$ cat src/rtl/lcd_pkg.sv
// Shared constants, FSM state type and byte helpers for the HD44780 character sequencer.
package lcd_pkg;

    localparam logic [7:0] CMD_FUNC_SET = 8'h38;
    localparam logic [7:0] CMD_DISP_ON  = 8'h0C;
    localparam logic [7:0] CMD_ENTRY    = 8'h06;
    localparam logic [7:0] CMD_CLEAR    = 8'h01;
    localparam logic [7:0] CMD_HOME     = 8'h02;
    localparam logic [7:0] CMD_DDRAM    = 8'h80;
    localparam logic [7:0] ROW1_BASE    = 8'h40;
    localparam logic [7:0] CHAR_NL      = 8'h0A;

    typedef enum logic [2:0] {
        S_PWR_WAIT,
        S_INIT_SEND,
        S_INIT_WAIT,
        S_IDLE,
        S_SEND,
        S_WAIT,
        S_ADDR_SEND,
        S_ADDR_WAIT
    } state_t;

    function automatic logic [7:0] init_byte(input logic [1:0] idx);
        case (idx)
            2'd0:    return CMD_FUNC_SET;
            2'd1:    return CMD_DISP_ON;
            2'd2:    return CMD_ENTRY;
            default: return CMD_CLEAR;
        endcase
    endfunction

    function automatic logic [7:0] ddram_addr(input logic row);
        return CMD_DDRAM | (row ? ROW1_BASE : 8'h00);
    endfunction

endpackage

$ cat src/rtl/lcd_delay_timer.sv
// Down-counter shared by the power-up wait and every post-command execution wait.
module lcd_delay_timer #(
    parameter int             W       = 8,
    parameter logic [W-1:0]   RST_VAL = '0
) (
    input  logic         clk,
    input  logic         rst_n,
    input  logic         load,
    input  logic [W-1:0] load_val,
    output logic         done
);

    logic [W-1:0] count;

    // Saturates at zero so a finished wait stays finished until the next load.
    always_ff @(posedge clk or negedge rst_n) begin
        if (!rst_n) begin
            count <= RST_VAL;
        end else if (load) begin
            count <= load_val;
        end else if (count != '0) begin
            count <= count - 1'b1;
        end
    end

    assign done = (count == '0);

endmodule

$ cat src/rtl/lcd_char_sequencer.sv
// Power-up/init sequencing, host character intake and cursor tracking for a 2-row HD44780 LCD.
module lcd_char_sequencer
    import lcd_pkg::*;
#(
    parameter int POWER_UP_CYCLES   = 750000,
    parameter int CMD_WAIT_CYCLES   = 2000,
    parameter int CLEAR_WAIT_CYCLES = 82000,
    parameter int COLS              = 16
) (
    input  logic       clk,
    input  logic       rst_n,
    input  logic       char_valid,
    input  logic [7:0] char_data,
    output logic       char_ready,
    input  logic       clear_req,
    output logic       out_valid,
    input  logic       out_ready,
    output logic       out_rs,
    output logic [7:0] out_data,
    output logic       init_done,
    output logic       busy,
    output logic       cursor_row,
    output logic [5:0] cursor_col
);

    localparam int MAX_WAIT = (POWER_UP_CYCLES > CLEAR_WAIT_CYCLES) ? POWER_UP_CYCLES : CLEAR_WAIT_CYCLES;
    localparam int TW       = $clog2(MAX_WAIT + 1);

    // Timer is loaded with N-1 so that the wait state is left on exactly the Nth cycle.
    localparam logic [TW-1:0] PWR_LOAD   = TW'(POWER_UP_CYCLES - 1);
    localparam logic [TW-1:0] CMD_LOAD   = TW'(CMD_WAIT_CYCLES - 1);
    localparam logic [TW-1:0] CLEAR_LOAD = TW'(CLEAR_WAIT_CYCLES - 1);
    localparam logic [5:0]    LAST_COL   = 6'(COLS - 1);

    state_t        state;
    logic [1:0]    init_idx;
    logic [1:0]    next_idx;
    logic          clr_pend;
    logic          addr_pend;
    logic          xfer;
    logic          long_cmd;
    logic          tmr_done;
    logic [TW-1:0] tmr_val;

    assign xfer     = out_valid && out_ready;
    assign long_cmd = !out_rs && ((out_data == CMD_CLEAR) || (out_data == CMD_HOME));
    assign tmr_val  = long_cmd ? CLEAR_LOAD : CMD_LOAD;
    assign next_idx = init_idx + 2'd1;

    lcd_delay_timer #(
        .W       (TW),
        .RST_VAL (PWR_LOAD)
    ) u_timer (
        .clk      (clk),
        .rst_n    (rst_n),
        .load     (xfer),
        .load_val (tmr_val),
        .done     (tmr_done)
    );

    // A clear arriving in the same cycle as a character must win, so this looks at clear_req directly.
    assign char_ready = (state == S_IDLE) && init_done && !clr_pend && !clear_req;
    assign busy       = (state != S_IDLE);

    always_ff @(posedge clk or negedge rst_n) begin
        if (!rst_n) begin
            state      <= S_PWR_WAIT;
            init_idx   <= 2'd0;
            init_done  <= 1'b0;
            clr_pend   <= 1'b0;
            addr_pend  <= 1'b0;
            out_valid  <= 1'b0;
            out_rs     <= 1'b0;
            out_data   <= 8'h00;
            cursor_row <= 1'b0;
            cursor_col <= 6'd0;
        end else begin
            if (clear_req && init_done) begin
                clr_pend <= 1'b1;
            end
            case (state)
                S_PWR_WAIT: begin
                    if (tmr_done) begin
                        state     <= S_INIT_SEND;
                        out_valid <= 1'b1;
                        out_rs    <= 1'b0;
                        out_data  <= init_byte(init_idx);
                    end
                end
                S_INIT_SEND: begin
                    if (xfer) begin
                        out_valid <= 1'b0;
                        state     <= S_INIT_WAIT;
                    end
                end
                S_INIT_WAIT: begin
                    if (tmr_done) begin
                        if (init_idx == 2'd3) begin
                            init_done <= 1'b1;
                            state     <= S_IDLE;
                        end else begin
                            init_idx  <= next_idx;
                            out_valid <= 1'b1;
                            out_rs    <= 1'b0;
                            out_data  <= init_byte(next_idx);
                            state     <= S_INIT_SEND;
                        end
                    end
                end
                S_IDLE: begin
                    if (clr_pend || clear_req) begin
                        clr_pend  <= 1'b0;
                        out_valid <= 1'b1;
                        out_rs    <= 1'b0;
                        out_data  <= CMD_CLEAR;
                        state     <= S_SEND;
                    end else if (char_valid) begin
                        out_valid <= 1'b1;
                        if (char_data == CHAR_NL) begin
                            cursor_col <= 6'd0;
                            cursor_row <= !cursor_row;
                            out_rs     <= 1'b0;
                            out_data   <= ddram_addr(!cursor_row);
                            state      <= S_ADDR_SEND;
                        end else begin
                            out_rs   <= 1'b1;
                            out_data <= char_data;
                            state    <= S_SEND;
                        end
                    end
                end
                S_SEND: begin
                    if (xfer) begin
                        out_valid <= 1'b0;
                        state     <= S_WAIT;
                        if (out_rs) begin
                            if (cursor_col == LAST_COL) begin
                                cursor_col <= 6'd0;
                                cursor_row <= !cursor_row;
                                addr_pend  <= 1'b1;
                            end else begin
                                cursor_col <= cursor_col + 6'd1;
                            end
                        end else if (out_data == CMD_CLEAR) begin
                            cursor_row <= 1'b0;
                            cursor_col <= 6'd0;
                        end
                    end
                end
                S_WAIT: begin
                    if (tmr_done) begin
                        if (addr_pend) begin
                            addr_pend <= 1'b0;
                            out_valid <= 1'b1;
                            out_rs    <= 1'b0;
                            out_data  <= ddram_addr(cursor_row);
                            state     <= S_ADDR_SEND;
                        end else begin
                            state <= S_IDLE;
                        end
                    end
                end
                S_ADDR_SEND: begin
                    if (xfer) begin
                        out_valid <= 1'b0;
                        state     <= S_ADDR_WAIT;
                    end
                end
                S_ADDR_WAIT: begin
                    if (tmr_done) begin
                        state <= S_IDLE;
                    end
                end
                default: begin
                    state <= S_PWR_WAIT;
                end
            endcase
        end
    end

endmodule

$ cat config.mk
export PLATFORM = sky130hd
export DESIGN_NAME = lcd_char_sequencer
export DESIGN_NICKNAME = d
export VERILOG_FILES = /design/src/rtl/lcd_pkg.sv /design/src/rtl/lcd_delay_timer.sv /design/src/rtl/lcd_char_sequencer.sv
export SDC_FILE = /design/constraint.sdc
export NUM_CORES = 1
export LEC_CHECK = 0
export BUFFER_PORTS_ARGS = -buffer_cell sky130_fd_sc_hd__buf_2
export CAP_MARGIN = 0
export CELL_PAD_IN_SITES_DETAIL_PLACEMENT = 0
export CELL_PAD_IN_SITES_GLOBAL_PLACEMENT = 1
export CORE_UTILIZATION = 45
export CTS_CLUSTER_DIAMETER = 100
export CTS_CLUSTER_SIZE = 12
export DETAILED_ROUTE_END_ITERATION = 10
export GPL_ROUTABILITY_DRIVEN = 1
export PLACE_DENSITY_LB_ADDON = 0.1
export SLEW_MARGIN = 5
export SYNTH_ARGS = -nofsm -noshare
export SYNTH_HDL_FRONTEND = slang
export SYNTH_HIERARCHICAL = 1
export SYNTH_SLANG_ARGS = --single-unit
$ cat constraint.sdc
create_clock -name clk -period 3.32 [get_ports clk]
set_clock_uncertainty 0.2 [all_clocks]
set_input_delay 0.166 -clock clk [delete_from_list [all_inputs] [get_ports clk]]
set_output_delay 0.166 -clock clk [all_outputs]
set_load 0.02 [all_outputs]
======== Word level (Yosys, flattened, before mapping) ========
Index checks and enable logic that the tools add are counted.
word-level totals
  register bits after elaboration ......... 45
  bits of input ports ..................... 13
  output and inout port bits .............. 20
  logic and storage cells ................. 151
operators by class
  add/subtract/negate cells ............... 3
  equality and inequality tests ........... 35
  muxes and demuxes ....................... 70
  bitwise gates (word level) .............. 1
  reductions and logical operators ........ 31
operators by type and width
  kind                     count
  $mux W8                  8
  $mux W6                  7
  $mux W20                 2
  $pmux W6 S3              2
  $pmux W8 S4              1
  $mux W3                  10
  $mux W1                  29
  $pmux W3 S8              1
  $logic_not A20 Y1        1
  $ne A2 B2 Y1 const B     10
  $reduce_bool A20 Y1      1
  $sub A20 B1 Y20 const B  1
  $mux W17                 1
  $reduce_and A8 Y1        2
  $mux W7                  2
  $reduce_and A7 Y1        2
  $eq A3 B3 Y1 const B     4
  $pmux W6 S2              1
  $ne A2 B1 Y1 const B     5
  $eq A8 B1 Y1 const B     1
  $eq A8 B2 Y1 const B     1
  $eq A8 B4 Y1 const B     1
  $add A6 B1 Y6 const B    1
  $eq A2 B2 Y1 const B     3
  24 further kinds         43

======== Depth between registers and ports, before layout ========
  word-level depth ........................ 6
  depth in mapped cells ................... 11
  depth with buffers taken out ............ 10

======== Modules after synthesis ========
The synthesis kept the hierarchy.
by module, submodules not included
  module              instances  cells each  area an instance (um2)  seq. area each (um2)
  lcd_char_sequencer  1          191         1774.2                  625.6
  lcd_delay_timer     1          127         1201.2                  516.7

======== Worst setup path before layout ========
OpenSTA, ideal clock, no wires.
  kind .................................... register to register
  start ................................... reg u_timer.count[17]
  end ..................................... reg out_data[0]
  library setup time ...................... 125 ps
  arrival time ............................ 2730 ps
  data required time ...................... 2995 ps
  setup slack ............................. 266 ps
  cell stages (with the launch flop) ...... 10
  path buffers ............................ 1
  period minus slack after synthesis ...... 3054 ps
  path through ............................ dfstp_2 > or3_4 > or4_4 > or2_1 > inv_1 > buf_6 > a21bo_2 > a32oi_1 > nand4b_4 > mux2_2
between the ends
  cells in the longest elaborated chain, start to end .. 3
RTL lines
  what                           RTL line                   RTL
  start: declaration             lcd_delay_timer.sv:13      logic [W-1:0] count;
  start signal: assignment       lcd_delay_timer.sv:20      count <= load_val;
  start signal: assignment       lcd_delay_timer.sv:22      count <= count - 1'b1;
  $logic_not A20 Y1 *            lcd_delay_timer.sv:26      assign done = (count == '0);
  via tmr_done                   lcd_char_sequencer.sv:42   logic tmr_done;
  $ne A2 B2 Y1 (no line)         n/a
  $reduce_and A7 Y1 (no line) *  n/a
  end signal: assignment         lcd_char_sequencer.sv:87   out_data <= init_byte(init_idx);
  end signal: assignment         lcd_char_sequencer.sv:105  out_data <= init_byte(next_idx);
  end signal: assignment         lcd_char_sequencer.sv:123  out_data <= ddram_addr(!cursor_row);
  end: declaration               lcd_char_sequencer.sv:19   output logic [7:0] out_data,
The timed path passes the listed nets; every way through them passes the cells marked *.
A chain may end at the register's enable or synchronous reset.

======== Final worst setup path ========
  start ................................... reg u_timer.count[17]
  end ..................................... reg out_data[4]
The elaborated chain is that of the path after synthesis.

==> reports/results.txt <==
routed wl met2 -> 3.42 mm
H-tree depth -> 2
maximum clock path buffer count -> 2
met3 wire length -> 174 um
Yosys reg bits -> 45
routed length per instance -> 15.8 um
Post-Synthesis Cells -> 318
CP arrival -> 3.10 ns
Top Ports -> 33
Resize count post-CTS -> 0
starting density of the core -> 46.9%
status -> complete, no violations
gr ovfl total -> 0
Post-route DRC -> 0
DP Area -> 0.00329 mm^2
Primary FF master, synth -> dfrtp_1
Die ar. -> 0.00694 mm^2
synthesized area -> 0.00298 mm^2
Port Buffers -> 32
Slew Limit Fails -> 0
Die Ht -> 83.3 um
clock-pin transition on the worst setup and hold timing paths -> 0.09 ns
synthesis-to-layout area growth -> 15.2%
final worst-path cycle share -> 93.6%
RSZ-0062 raised after global routing -> false
Post-synth EDFFs -> 0
CTS Sinks -> 45
R2R Path Start -> u_timer/count[17]
post-synthesis sequential area ratio -> 38.4%
critical path class -> flop to flop
cells on worst reg2reg path -> 9
peak supply drop -> 209 uV
Synth cell types -> 71
Num CTS Buffers -> 5
CTS root buffer -> clkbuf_8
Design Area, Final -> 0.00343 mm^2
worst skew pair latency -> 0.30 ns
First-pass DRT Iterations -> 4
Final Hold Fails -> 0
CP endpoint kind -> flop
launch point of the worst path -> u_timer/count[17]
Hold Path Stages -> 3
CP Max Fanout -> 9
Critical Path RT -> 3.32 ns
largest net degree at the start of global routing -> 46
antenna cell count -> 0
Cell Pwr Density -> 291 mW/mm^2
Avg Cell Area, Syn -> 9.36 um^2
startpoint types -> flop
core area -> 0.00635 mm^2
highest metal used -> met4
Tightest Pin Transition -> 1.01 ns
Period minus WS final -> 3.11 ns
antenna violations before repair -> 0
ys async rst share -> 100%
total power draw -> 0.000998 W
fraction of layout cells with a size suffix above 1 -> 22.3%
first-pass GRT wire length -> 12.2 mm
FF-to-FF setup slack -> 0.21 ns
post-route ant nets -> 0
max_cap viols -> 0
via count -> 2567
post-detail-place hpwl -> 5.07 mm
number of vias per cell -> 5.77
most frequent cells in the layout -> dfrtp_1 (32), buf_2 (32), nand2_1 (24), inv_1 (20), nor2_1 (17)
Fmax -> 0.322 GHz
Final nets -> 389
wl on met1 -> 3.34 mm
Reg-to-Reg End -> out_data[4]
initial DRC count -> 84
total negative slack -> 0 ns
CTS tree -> built
All-Layer GR Usage -> 21.6%
headroom to the max-slew limit -> 32.1%
startpoint of the worst hold path -> char_data[1]
Setup-failing EPs final -> 0
worst hold path type -> input pin to flop
WHS Endpoint -> out_data[1]
final core occ -> 54.0%
gpl congestion -> 0.761
Pleak -> 1.46 nW
# rows -> 29
Synth warnings -> 6
post-synth top area share -> 26.9%
vias in the first global route -> 2548
synth top area cells -> dfrtp_1 (27%), dfstp_2 (11%), ha_1 (3.8%)
Die X -> 83.3 um
routed wire length -> 7.03 mm
fill count -> 605
Synth area leader -> dfrtp_1
==> registers in the layout (all words and copies together) (netlist names) <==
name and count:
clr_pend 1, state 3, init_idx 2, init_done 1, out_valid 1, cursor_col 6
out_rs 1, out_data 8, addr_pend 1, u_timer/count 20, cursor_row 1
==> synth_stat cells (6+ instances only) <==
library cell  instances
o211ai_1              8
a31oi_1               7
nor4_1                7
nand4_1               8
o21ai_0               8
dfstp_2              13
clkbuf_1             10
nor3_1                6
ha_1                  9
a21oi_1               9
inv_1                20
nor2_1               17
nor2b_1               7
o31ai_1              10
mux2_2                7
nand2_1              24
dfrtp_1              32
xor2_1                9
nand3_1              10
==> logic make-up (layout without fill, tap and decap cells) <==
| family | count (synthesis) | count (layout) | share of synthesized area (%) |
|---|---|---|---|
| multiplexers | 11 | 11 | 4.00 |
| AO/OA/AOI/OAI | 81 | 81 | 20.6 |
| adder cells (fa/ha/maj) | 9 | 9 | 3.78 |
| flip-flops | 45 | 45 | 38.4 |
| XOR/XNOR | 12 | 12 | 3.53 |
| buffers and inverters | 36 | 74 | 4.96 |
| other | 2 | 14 | 0.252 |
| AND/OR/NAND/NOR | 122 | 122 | 24.5 |
==> layout make-up <==
type	count	area, um^2	area share, %
timing repair buffer	46	273	7.96
tap	77	96.3	2.81
inverter	20	75.1	2.19
sequential	45	1140	33.3
clock buffer	6	72.6	2.12
multi-input combinational	249	1730	50.5
clock inverter	2	38.8	1.13
==> critical path, stage by stage, from the launching register on <==
cell and delay, ns:
dfstp_2 0.39, or3_4 0.40, or4_4 0.53, or2_1 0.27, inv_1 0.09, buf_4 0.16
nand2_1 0.06, a32oi_1 0.32, nand4b_4 0.25, mux2_2 0.34
==> report_power, final <==
part	leakage, nW	switching (W)	internal [W]	total, W
clock network	0.0554	0.000193	0.000226	0.000419
logic	0.885	0.0000193	0.0000110	0.0000304
registers	0.520	0	0.000548	0.000548
==> stage by stage <==
| step | setup slack, ns | std cells | hold slack [ns] |
|---|---|---|---|
| 3_5_place_dp | 0.229 | 434 | 0.209 |
| 3_3_place_gp | 0.255 | 434 | 0.203 |
| 6_report | 0.211 | 445 | 0.0417 |
| 5_1_grt | 0.0863 | 445 | 0.0514 |
| 4_1_cts | 0.209 | 445 | 0.0332 |
| 2_1_floorplan | 0.266 | 330 | -0.330 |
==> timing repair <==
| item | 4_1_cts | 5_1_grt |
|---|---|---|
| buffers inserted | 0 | 0 |
| hold buffers | 3 | 0 |
| hold endpoints to repair | 34 | 0 |
==> per-layer routing <==
layer / vias to the layer above / GRT usage (%)
li1: 1282 / -
met1: 1241 / 28.2
met2: 35 / 37.0
met3: 9 / 3.08
met4: 0 / 6.58
met5: - / 0
==> worst max path at each step <==
stage	to	slack, ns	cells past startpoint
after floorplan	out_data[0]	0.27	9
after global placement	out_data[0]	0.25	9
after detailed placement	out_data[4]	0.23	9
after CTS	out_data[4]	0.21	9
after global routing	out_data[4]	0.09	9
final	out_data[4]	0.21	9
No activity file was read; power rests on OpenSTA's default activity.
